`config.mk`:
```
export PLATFORM = sky130hd
export DESIGN_NAME = booth_mul_arbiter_flat
export DESIGN_NICKNAME = d
export VERILOG_FILES = /design/src/rtl/booth_mul_arbiter_if.sv /design/src/rtl/booth_mul_arbiter.sv /design/src/flat_wrapper.sv
export SDC_FILE = /design/constraint.sdc
export NUM_CORES = 1
export LEC_CHECK = 0
export BUFFER_PORTS_ARGS = -buffer_cell sky130_fd_sc_hd__buf_2
export CAP_MARGIN = 25
export CORE_AREA = 2 2 75 77
export DETAILED_ROUTE_END_ITERATION = 10
export DIE_AREA = 0 0 77 79
export GPL_TIMING_DRIVEN = 0
export PLACE_DENSITY = 0.81
export SYNTH_ARGS = -nofsm -noshare
export SYNTH_HDL_FRONTEND = slang
export SYNTH_SLANG_ARGS = --single-unit
```
`constraint.sdc`:
```
create_clock -name clk -period 1.5 [get_ports clk]
set_clock_uncertainty 0.05 [all_clocks]
set_input_delay 0.45 -clock clk [delete_from_list [all_inputs] [get_ports clk]]
set_output_delay 0.45 -clock clk [all_outputs]
set_load 0.05 [all_outputs]
```
`src/rtl/booth_mul_arbiter_if.sv`:
```
// Client-side bundle for booth_mul_arbiter.
// Carries both requesters' operand handshakes and both response handshakes,
// plus the shared result bus.
//   slave  : the arbiter's view (takes requests, drives responses)
//   master : the clients' view (drives requests, takes responses)
// WIDTH must match the arbiter's WIDTH. The product bus is 2*WIDTH bits.
interface booth_mul_arbiter_if #(
    parameter int WIDTH = 8
);
    logic                      req0_valid;
    logic                      req0_ready;
    logic signed [WIDTH-1:0]   req0_a;
    logic signed [WIDTH-1:0]   req0_b;
    logic                      req1_valid;
    logic                      req1_ready;
    logic signed [WIDTH-1:0]   req1_a;
    logic signed [WIDTH-1:0]   req1_b;
    logic                      rsp0_valid;
    logic                      rsp0_ready;
    logic                      rsp1_valid;
    logic                      rsp1_ready;
    logic signed [2*WIDTH-1:0] rsp_product;
    logic                      rsp_error;

    modport slave (
        input  req0_valid, req0_a, req0_b, req1_valid, req1_a, req1_b,
        input  rsp0_ready, rsp1_ready,
        output req0_ready, req1_ready, rsp0_valid, rsp1_valid,
        output rsp_product, rsp_error
    );

    modport master (
        output req0_valid, req0_a, req0_b, req1_valid, req1_a, req1_b,
        output rsp0_ready, rsp1_ready,
        input  req0_ready, req1_ready, rsp0_valid, rsp1_valid,
        input  rsp_product, rsp_error
    );
endinterface

```
`src/rtl/booth_mul_arbiter.sv`:
```
// Round-robin scheduler that shares one Booth multiplier between two clients.
// It accepts one operand pair at a time and pulses mul_start. It then waits for
// mul_done under a watchdog and returns the product, or an error, to the
// requester that was granted.
// Ports:
//   clk, reset   : rising-edge clock, synchronous active-high reset
//   cli          : client handshakes and shared result bus (slave modport)
//   mul_start    : one-cycle start strobe to the multiplier
//   mul_a, mul_b : operands latched at acceptance, held until the next one
//   mul_done     : multiplier completion, only looked at while waiting
//   mul_product  : multiplier result, qualified by mul_done
//   busy         : high whenever the scheduler is not idle
module booth_mul_arbiter #(
    parameter int WIDTH   = 8,
    parameter int TIMEOUT = 64
) (
    input  logic                      clk,
    input  logic                      reset,
    booth_mul_arbiter_if.slave        cli,
    output logic                      mul_start,
    output logic signed [WIDTH-1:0]   mul_a,
    output logic signed [WIDTH-1:0]   mul_b,
    input  logic                      mul_done,
    input  logic signed [2*WIDTH-1:0] mul_product,
    output logic                      busy
);
    // The counter has to hold TIMEOUT-1 and the one increment past it.
    localparam int CNT_W = $clog2(TIMEOUT + 1);

    typedef enum logic [1:0] {IDLE, ISSUE, WAIT, RESP} state_t;

    state_t                    state;
    state_t                    state_nxt;
    logic                      owner;
    logic                      last_grant;
    logic [CNT_W-1:0]          wd_cnt;
    logic signed [2*WIDTH-1:0] rsp_product_q;
    logic                      rsp_error_q;
    logic                      busy_q;

    logic                      grant;
    logic                      accept;
    logic                      wd_expired;

    assign wd_expired = (wd_cnt == CNT_W'(TIMEOUT - 1));

    always_comb begin
        state_nxt      = state;
        grant          = 1'b0;
        accept         = 1'b0;
        cli.req0_ready = 1'b0;
        cli.req1_ready = 1'b0;
        case (state)
            IDLE: begin
                // On a tie the requester that was not served last wins. If only
                // one requester is valid, that one wins.
                if (cli.req0_valid && cli.req1_valid) begin
                    grant = ~last_grant;
                end else begin
                    grant = cli.req1_valid;
                end
                if (cli.req0_valid || cli.req1_valid) begin
                    accept         = 1'b1;
                    cli.req0_ready = ~grant;
                    cli.req1_ready = grant;
                    state_nxt      = ISSUE;
                end
            end
            ISSUE: state_nxt = WAIT;
            WAIT: begin
                if (mul_done || wd_expired) begin
                    state_nxt = RESP;
                end
            end
            RESP: begin
                if (owner ? cli.rsp1_ready : cli.rsp0_ready) begin
                    state_nxt = IDLE;
                end
            end
            default: state_nxt = IDLE;
        endcase
    end

    always_ff @(posedge clk) begin
        if (reset) begin
            state         <= IDLE;
            owner         <= 1'b0;
            last_grant    <= 1'b1;
            wd_cnt        <= '0;
            mul_a         <= '0;
            mul_b         <= '0;
            rsp_product_q <= '0;
            rsp_error_q   <= 1'b0;
            busy_q        <= 1'b0;
        end else begin
            state  <= state_nxt;
            busy_q <= (state_nxt != IDLE);
            if (accept) begin
                mul_a      <= grant ? cli.req1_a : cli.req0_a;
                mul_b      <= grant ? cli.req1_b : cli.req0_b;
                owner      <= grant;
                last_grant <= grant;
                wd_cnt     <= '0;
            end
            // Completion takes priority over a watchdog expiry in the same cycle.
            if (state == WAIT) begin
                wd_cnt <= wd_cnt + 1'b1;
                if (mul_done) begin
                    rsp_product_q <= mul_product;
                    rsp_error_q   <= 1'b0;
                end else if (wd_expired) begin
                    rsp_product_q <= '0;
                    rsp_error_q   <= 1'b1;
                end
            end
        end
    end

    assign mul_start       = (state == ISSUE);
    assign cli.rsp0_valid  = (state == RESP) && !owner;
    assign cli.rsp1_valid  = (state == RESP) && owner;
    assign cli.rsp_product = rsp_product_q;
    assign cli.rsp_error   = rsp_error_q;
    assign busy            = busy_q;
endmodule

```
`src/flat_wrapper.sv`:
```
// flat-port wrapper written by rule: the top's interface ports become plain ports
module booth_mul_arbiter_flat 
#(
    parameter int WIDTH   = 8,
    parameter int TIMEOUT = 64
)
  (clk, reset, mul_start, mul_a, mul_b, mul_done, mul_product, busy, cli_req0_valid, cli_req0_a, cli_req0_b, cli_req1_valid, cli_req1_a, cli_req1_b, cli_rsp0_ready, cli_rsp1_ready, cli_req0_ready, cli_req1_ready, cli_rsp0_valid, cli_rsp1_valid, cli_rsp_product, cli_rsp_error);
  booth_mul_arbiter_if #(.WIDTH(WIDTH)) cli_i ();
  input  logic clk;
  input  logic reset;
  output logic mul_start;
  output logic signed [WIDTH-1:0] mul_a;
  output logic signed [WIDTH-1:0] mul_b;
  input  logic mul_done;
  input  logic signed [2*WIDTH-1:0] mul_product;
  output logic busy;
  input wire logic [$bits(cli_i.req0_valid)-1:0] cli_req0_valid;
  input wire logic [$bits(cli_i.req0_a)-1:0] cli_req0_a;
  input wire logic [$bits(cli_i.req0_b)-1:0] cli_req0_b;
  input wire logic [$bits(cli_i.req1_valid)-1:0] cli_req1_valid;
  input wire logic [$bits(cli_i.req1_a)-1:0] cli_req1_a;
  input wire logic [$bits(cli_i.req1_b)-1:0] cli_req1_b;
  input wire logic [$bits(cli_i.rsp0_ready)-1:0] cli_rsp0_ready;
  input wire logic [$bits(cli_i.rsp1_ready)-1:0] cli_rsp1_ready;
  output wire logic [$bits(cli_i.req0_ready)-1:0] cli_req0_ready;
  output wire logic [$bits(cli_i.req1_ready)-1:0] cli_req1_ready;
  output wire logic [$bits(cli_i.rsp0_valid)-1:0] cli_rsp0_valid;
  output wire logic [$bits(cli_i.rsp1_valid)-1:0] cli_rsp1_valid;
  output wire logic [$bits(cli_i.rsp_product)-1:0] cli_rsp_product;
  output wire logic [$bits(cli_i.rsp_error)-1:0] cli_rsp_error;
  assign cli_i.req0_valid = cli_req0_valid;
  assign cli_i.req0_a = cli_req0_a;
  assign cli_i.req0_b = cli_req0_b;
  assign cli_i.req1_valid = cli_req1_valid;
  assign cli_i.req1_a = cli_req1_a;
  assign cli_i.req1_b = cli_req1_b;
  assign cli_i.rsp0_ready = cli_rsp0_ready;
  assign cli_i.rsp1_ready = cli_rsp1_ready;
  assign cli_req0_ready = cli_i.req0_ready;
  assign cli_req1_ready = cli_i.req1_ready;
  assign cli_rsp0_valid = cli_i.rsp0_valid;
  assign cli_rsp1_valid = cli_i.rsp1_valid;
  assign cli_rsp_product = cli_i.rsp_product;
  assign cli_rsp_error = cli_i.rsp_error;
  booth_mul_arbiter #(.WIDTH(WIDTH), .TIMEOUT(TIMEOUT)) u_core (.clk(clk), .reset(reset), .cli(cli_i), .mul_start(mul_start), .mul_a(mul_a), .mul_b(mul_b), .mul_done(mul_done), .mul_product(mul_product), .busy(busy));
endmodule
```
==> results_dict.tcl, run 1 <==
set metrics [dict create \
    grt_start_max_net_pins 14 \
    number_of_global_route_vias_before_repair 2190 \
    coreArea_um2 5340 \
    cts_num_sinks 45 \
    worst-setup-path-type "register to output pin" \
    synthesized_netlist_cell_count 245 \
    layout_worst_path_cycle_share_pct 121 \
    placedInstanceArea_um2 2770 \
    first_pass_iters 5 \
    syn-mean-instance-area_um2 8.88 \
    critPathArrivalTime_ns 1.32 \
    syn_area_um2 2180 \
    flow.area_growth_from_synthesis_pct 58.4 \
    critPathCaptureType "output pin" \
    drv_slew 0 \
    wire_length_of_the_first_global_routing_pass_um 10500 \
    critical_path.max_fanout 3 \
    num_vias 2495 \
    place_worst_setup_slack_ns -0.521 \
    peakVddDrop_v 0.000526 \
    cp_slowest_stage_delay_ns 0.37 \
    max_freq_ghz 0.550 \
    fp.dieArea_um2 6080 \
    cts_max_path_buffers 2 \
    detail_route.vias_per_cell 5.72 \
    power.density_nw_per_um2 1130 \
    post_drt_wl_per_cell_um 17.5 \
    cp_cell_sequence "buf_8, or2_4, nor2_4, buf_8" \
    synth_largest_type_area_fraction_pct 41.4 \
    cts_htree_levels 2 \
    grt_overflow 0 \
    initial_drc_count 148 \
    tritoncts "done" \
    cellLeakagePower_nw 1.43 \
    io-pin-count 94 \
    synth-warning-count 0 \
    cpMostUsedCell "buf_8" \
    final.setup.worst_slack_ns -0.320 \
    cts_hold_buffers 0 \
    rows 27 \
    slew_headroom_pct 57.9 \
    rsz0062_at_grt "true" \
    diodes 0 \
    dieWidth_um 77 \
    met3_wire_len_um 570 \
    routed.top_layer "met4" \
    netlist_top_cells_area "dfxtp_1, a21oi_1, a211oi_2" \
    timing.final.crit_period_ns 1.82 \
    synth_cell_type_count 43 \
    synth_sequential_area_ratio_pct 41.4 \
    start_kind "register" \
    grt_usage_pct 21.1 \
    failed_checks "setup timing" \
    drive_gt1_share_pct 53.0 \
    dpl.hpwl_um 4180 \
    postSynthRegisterBits 45 \
    antenna_left 0 \
    final_cell_mix "buf_2, dfxtp_1, a21oi_1" \
    critical_path_rt_ns 1.00 \
    clock_latency_ns 0.30 \
    ys.flop_type "dfxtp_1" \
    drt_drc_violations_left 0 \
    grt_antenna_before_repair 0 \
    maxCapViolations 0 \
    finalHoldViolations 0 \
    slew_at_the_pin_closest_to_its_max_slew_limit_ns 0.631 \
    outcome "complete, but fails checks" \
    holdCritPathClass "input port to register" \
    gp_congestion 0.816 \
    mostFrequentLayoutCell "buf_2" \
    numCtsBuffers 5 \
    synth.net_count 301 \
    cpMaxStageDelayCell "dfxtp_4" \
    initial_core_util_pct 40.8 \
    synth_async_sr_flop_share_pct 0 \
    clock_tree.root_cell "clkbuf_8" \
    wl_um 7650 \
    met2_routed_length_um 3790 \
    synthDominantAreaCellType "dfxtp_1" \
    net_count_reported_at_finish 419 \
    wl_met1_um 3180 \
    die_height_um 79 \
    timing.final.setup_violations 28 \
    design_area_um2 3450 \
    fill_cells 411 \
    path_clk_slew_ns 0.09 \
    port-buffer-count 91 \
    synth_enable_flop_cells 0 \
]
-- critical path, delay by kind of cell (launching register included) --
family | cells | cell delay, ns
buf+inv | 2 | 0.29
simple gates | 2 | 0.36
flops | 1 | 0.37
-- cells in the mapped netlist, drive strengths merged (3+ instances only) --
master / count
a2111oi: 12
a211oi: 18
a21oi: 53
a22oi: 10
buf: 13
clkbuf: 9
dfxtp: 45
inv: 20
nand2: 8
nand2b: 4
nand3: 4
nor2: 5
o211ai: 3
o21ai: 6
o32ai: 10
-- final timing paths --
kind	from	end	slack, ns	cells past startpoint
max	u_core.state[1]	cli_req0_ready	-0.32	4
min	cli_req1_b[2]	u_core.mul_b[2]	0.34	3
max reg2reg	u_core.state[1]	u_core.mul_a[4]	-0.24	7
min reg2reg	u_core.mul_a[5]	u_core.mul_a[5]	0.41	2
-- timing repair --
action / in CTS / in global routing
endpoints found under the hold margin: 0 / 0
buffers inserted: 12 / 7
endpoints found under the setup margin: 36 / 43
gates resized for setup: 36 / 62
pin swaps: 13 / 20
gates cloned: 0 / 3
-- flip-flops by register name, indices dropped and copies added (netlist names) --
signal and cells:
u_core.owner 1, u_core.last_grant 1, u_core.cli.rsp_error 1, u_core.mul_b 8
u_core.mul_a 8, u_core.state 2, u_core.busy 1, u_core.cli.rsp_product 16
u_core.wd_cnt 7
-- cell type report --
type | count | area [µm²] | area share, %
clock inverter | 1 | 30.0 | 0.871
buffer | 20 | 155 | 4.50
multi-input combinational | 158 | 1370 | 39.7
timing repair buffer | 112 | 716 | 20.8
sequential | 45 | 915 | 26.5
clock buffer | 7 | 86.3 | 2.51
tap | 72 | 90.1 | 2.61
inverter | 21 | 86.3 | 2.51
-- report_power, final --
part / switching, mW / internal, mW
sequential: 0.0784 / 1.30
combinational: 0.944 / 0.592
clock: 0.435 / 0.544
total: 1.46 / 2.44
-- metal layers --
metal	up-vias	global-route usage, %
li1	1166	-
met1	1177	27.7
met2	139	35.3
met3	13	5.11
met4	0	4.64
met5	-	0
-- stage by stage --
| stage | setup TNS (ns) | utilization [%] | total power, mW | cells | hold WS [ns] |
|---|---|---|---|---|---|
| 6_report | -3.63 | 64.6 | 3.89 | 436 | 0.341 |
| 5_1_grt | -5.00 | 64.6 | 4.04 | 436 | 0.346 |
| 4_1_cts | -1.18 | 58.0 | 3.57 | 426 | 0.329 |
| 3_5_place_dp | -8.16 | 51.9 | 2.48 | 408 | 0.400 |
| 3_3_place_gp | -7.49 | 51.9 | 2.47 | 408 | 0.392 |
| 2_1_floorplan | -0.548 | - | 2.20 | 245 | 0.419 |
-- kinds of logic after synthesis --
| family | count (synthesis) | share of synthesized area, % |
|---|---|---|
| compound gates | 126 | 41.6 |
| buf+inv | 43 | 9.03 |
| fa+ha+maj | 1 | 0.575 |
| simple gates | 29 | 6.90 |
| mux | 1 | 0.460 |
| flops | 45 | 41.4 |
Note: power is estimated with default switching activity, not from simulation.
==> run 2, diff against run 1 <==
==> constraint.sdc (replaced) <==
create_clock -name clk -period 1.5 [get_ports clk]
set_clock_uncertainty 0.05 [all_clocks]
set_input_delay 0.45 -clock clk [delete_from_list [all_inputs] [get_ports clk]]
set_output_delay 0.45 -clock clk [all_outputs]
set_load 0.02 [all_outputs]
==> run 2 against run 1 <==
The flow still finishes with violations (setup timing). Die area stayed put. First-iteration DRC count is 31% lower. Power is 4.6% lower. Global-route usage is 0.44 points higher.
==> results_dict.tcl, run 2 (same netlist as run 1, synthesis figures left out) <==
set metrics [dict create \
    outcome "complete, but fails checks" \
    net_count_reported_at_finish 424 \
    rows 27 \
    max_freq_ghz 0.569 \
    io-pin-count 94 \
    place_worst_setup_slack_ns -0.362 \
    peakVddDrop_v 0.000666 \
    tritoncts "done" \
    wl_um 7800 \
    timing.final.setup_violations 34 \
    num_vias 2498 \
    port-buffer-count 91 \
    clock_tree.root_cell "clkbuf_8" \
    fraction_of_met2_tracks_used_by_global_routing_pct 36.7 \
    final_cell_mix "buf_2, dfxtp_1, a21oi_1" \
    critPathArrivalTime_ns 1.26 \
    grt_overflow 0 \
    gp_congestion 0.813 \
    start_kind "register" \
    post_drt_wl_per_cell_um 17.7 \
    grt_usage_pct 21.5 \
    mostFrequentLayoutCell "buf_2" \
    initial_core_util_pct 40.8 \
    numCtsBuffers 5 \
    layout_worst_path_cycle_share_pct 117 \
    number_of_cell_instances_on_the_worst_register_to_register_path 8 \
    cts_max_path_buffers 2 \
    critical_path.max_fanout 3 \
    fill_cells 403 \
    antenna_left 0 \
    dpl.hpwl_um 4330 \
    timing.final.crit_period_ns 1.76 \
    number_of_global_route_vias_before_repair 2277 \
    report.power.total_mw 3.71 \
    power.density_nw_per_um2 1050 \
    cts_hold_buffers 0 \
    critPathCaptureType "output pin" \
    drive_gt1_share_pct 55.8 \
    critical_path_rt_ns 1.00 \
    diodes 0 \
    flow.area_growth_from_synthesis_pct 63.1 \
    path_clk_slew_ns 0.09 \
    dieWidth_um 77 \
    fp.dieArea_um2 6080 \
    holdCritPathClass "input port to register" \
    finalHoldViolations 0 \
    drt_drc_violations_left 0 \
    slew_headroom_pct 57.8 \
    coreArea_um2 5340 \
    failed_checks "setup timing" \
    timing.setup.tns_ns -4.18 \
    cellLeakagePower_nw 1.48 \
    whs_path_depth 3 \
    initial_drc_count 102 \
    slew_at_the_pin_closest_to_its_max_slew_limit_ns 0.633 \
    cts_htree_levels 2 \
    globalRoute.busiestLayer "met2" \
    max_reg_flops 16 \
    final.setup.worst_slack_ns -0.257 \
    use_met3_pct 5.68 \
    wire_length_of_the_first_global_routing_pass_um 10700 \
    grt_antenna_before_repair 0 \
    grt_start_max_net_pins 15 \
    drv_slew 0 \
    die_height_um 79 \
    cts_num_sinks 45 \
    rsz0062_at_grt "true" \
    first_pass_iters 4 \
    clock_latency_ns 0.30 \
    worst-setup-path-type "register to output pin" \
    detail_route.vias_per_cell 5.66 \
    maxCapViolations 0 \
    met1_usage_pct 26.7 \
]
run 2: metal layers:
layer  share of wire (%)  routed length (µm)
met2                  50                3930
met5                   0                   0
met4                 1.5                 118
met3                 7.0                 544
met1                  41                3210
run 2: repair_timing:
action	CTS	global route
setup buffers	11	14
endpoints found under the setup margin	40	44
gates cloned	0	1
gates resized for setup	64	54
pin swaps	23	29
run 2: per-stage QoR:
stage / hold WS [ns] / utilization [%] / cells / cell area, µm²
2_1_floorplan: 0.419 / - / 245 / 2200
3_3_place_gp: 0.391 / 51.4 / 408 / 2740
3_5_place_dp: 0.396 / 51.4 / 408 / 2740
4_1_cts: 0.336 / 59.3 / 426 / 3160
5_1_grt: 0.342 / 66.5 / 441 / 3550
6_report: 0.336 / 66.5 / 441 / 3550
run 2: path summary, 6_finish.rpt:
| kind | from | end | slack (ns) |
|---|---|---|---|
| setup / recovery | u_core.state[1] | cli_req1_ready | -0.26 |
| hold / removal | cli_req1_b[2] | u_core.mul_b[2] | 0.34 |
| setup reg to reg | u_core.state[1] | u_core.mul_a[5] | -0.22 |
| hold reg to reg | u_core.mul_b[4] | u_core.mul_b[4] | 0.41 |
run 2: critical path, stage by stage (launching register included):
cell and delay [ns]:
dfxtp_4 0.38, a211oi_4 0.28, nand2_2 0.12, inv_4 0.07, buf_6 0.11
run 2: report_power, final:
group	total (mW)	switching (mW)	internal [mW]	leakage [nW]
registers	1.38	0.0840	1.30	0.370
clock network	0.984	0.442	0.542	0.0574
logic	1.35	0.733	0.613	1.05
total	3.71	1.26	2.46	1.48
run 2: cell type report:
cell class,instances,area (µm²),share of cell area [%]
plain buffers,21,166,4.69
clock buffers,6,82.6,2.33
clock inverters,2,37.5,1.06
inverters,21,85.1,2.40
multi-input cells,157,1430,40.3
flip-flops and latches,45,912,25.7
well taps,72,90.1,2.54
repair buffers,117,746,21.0
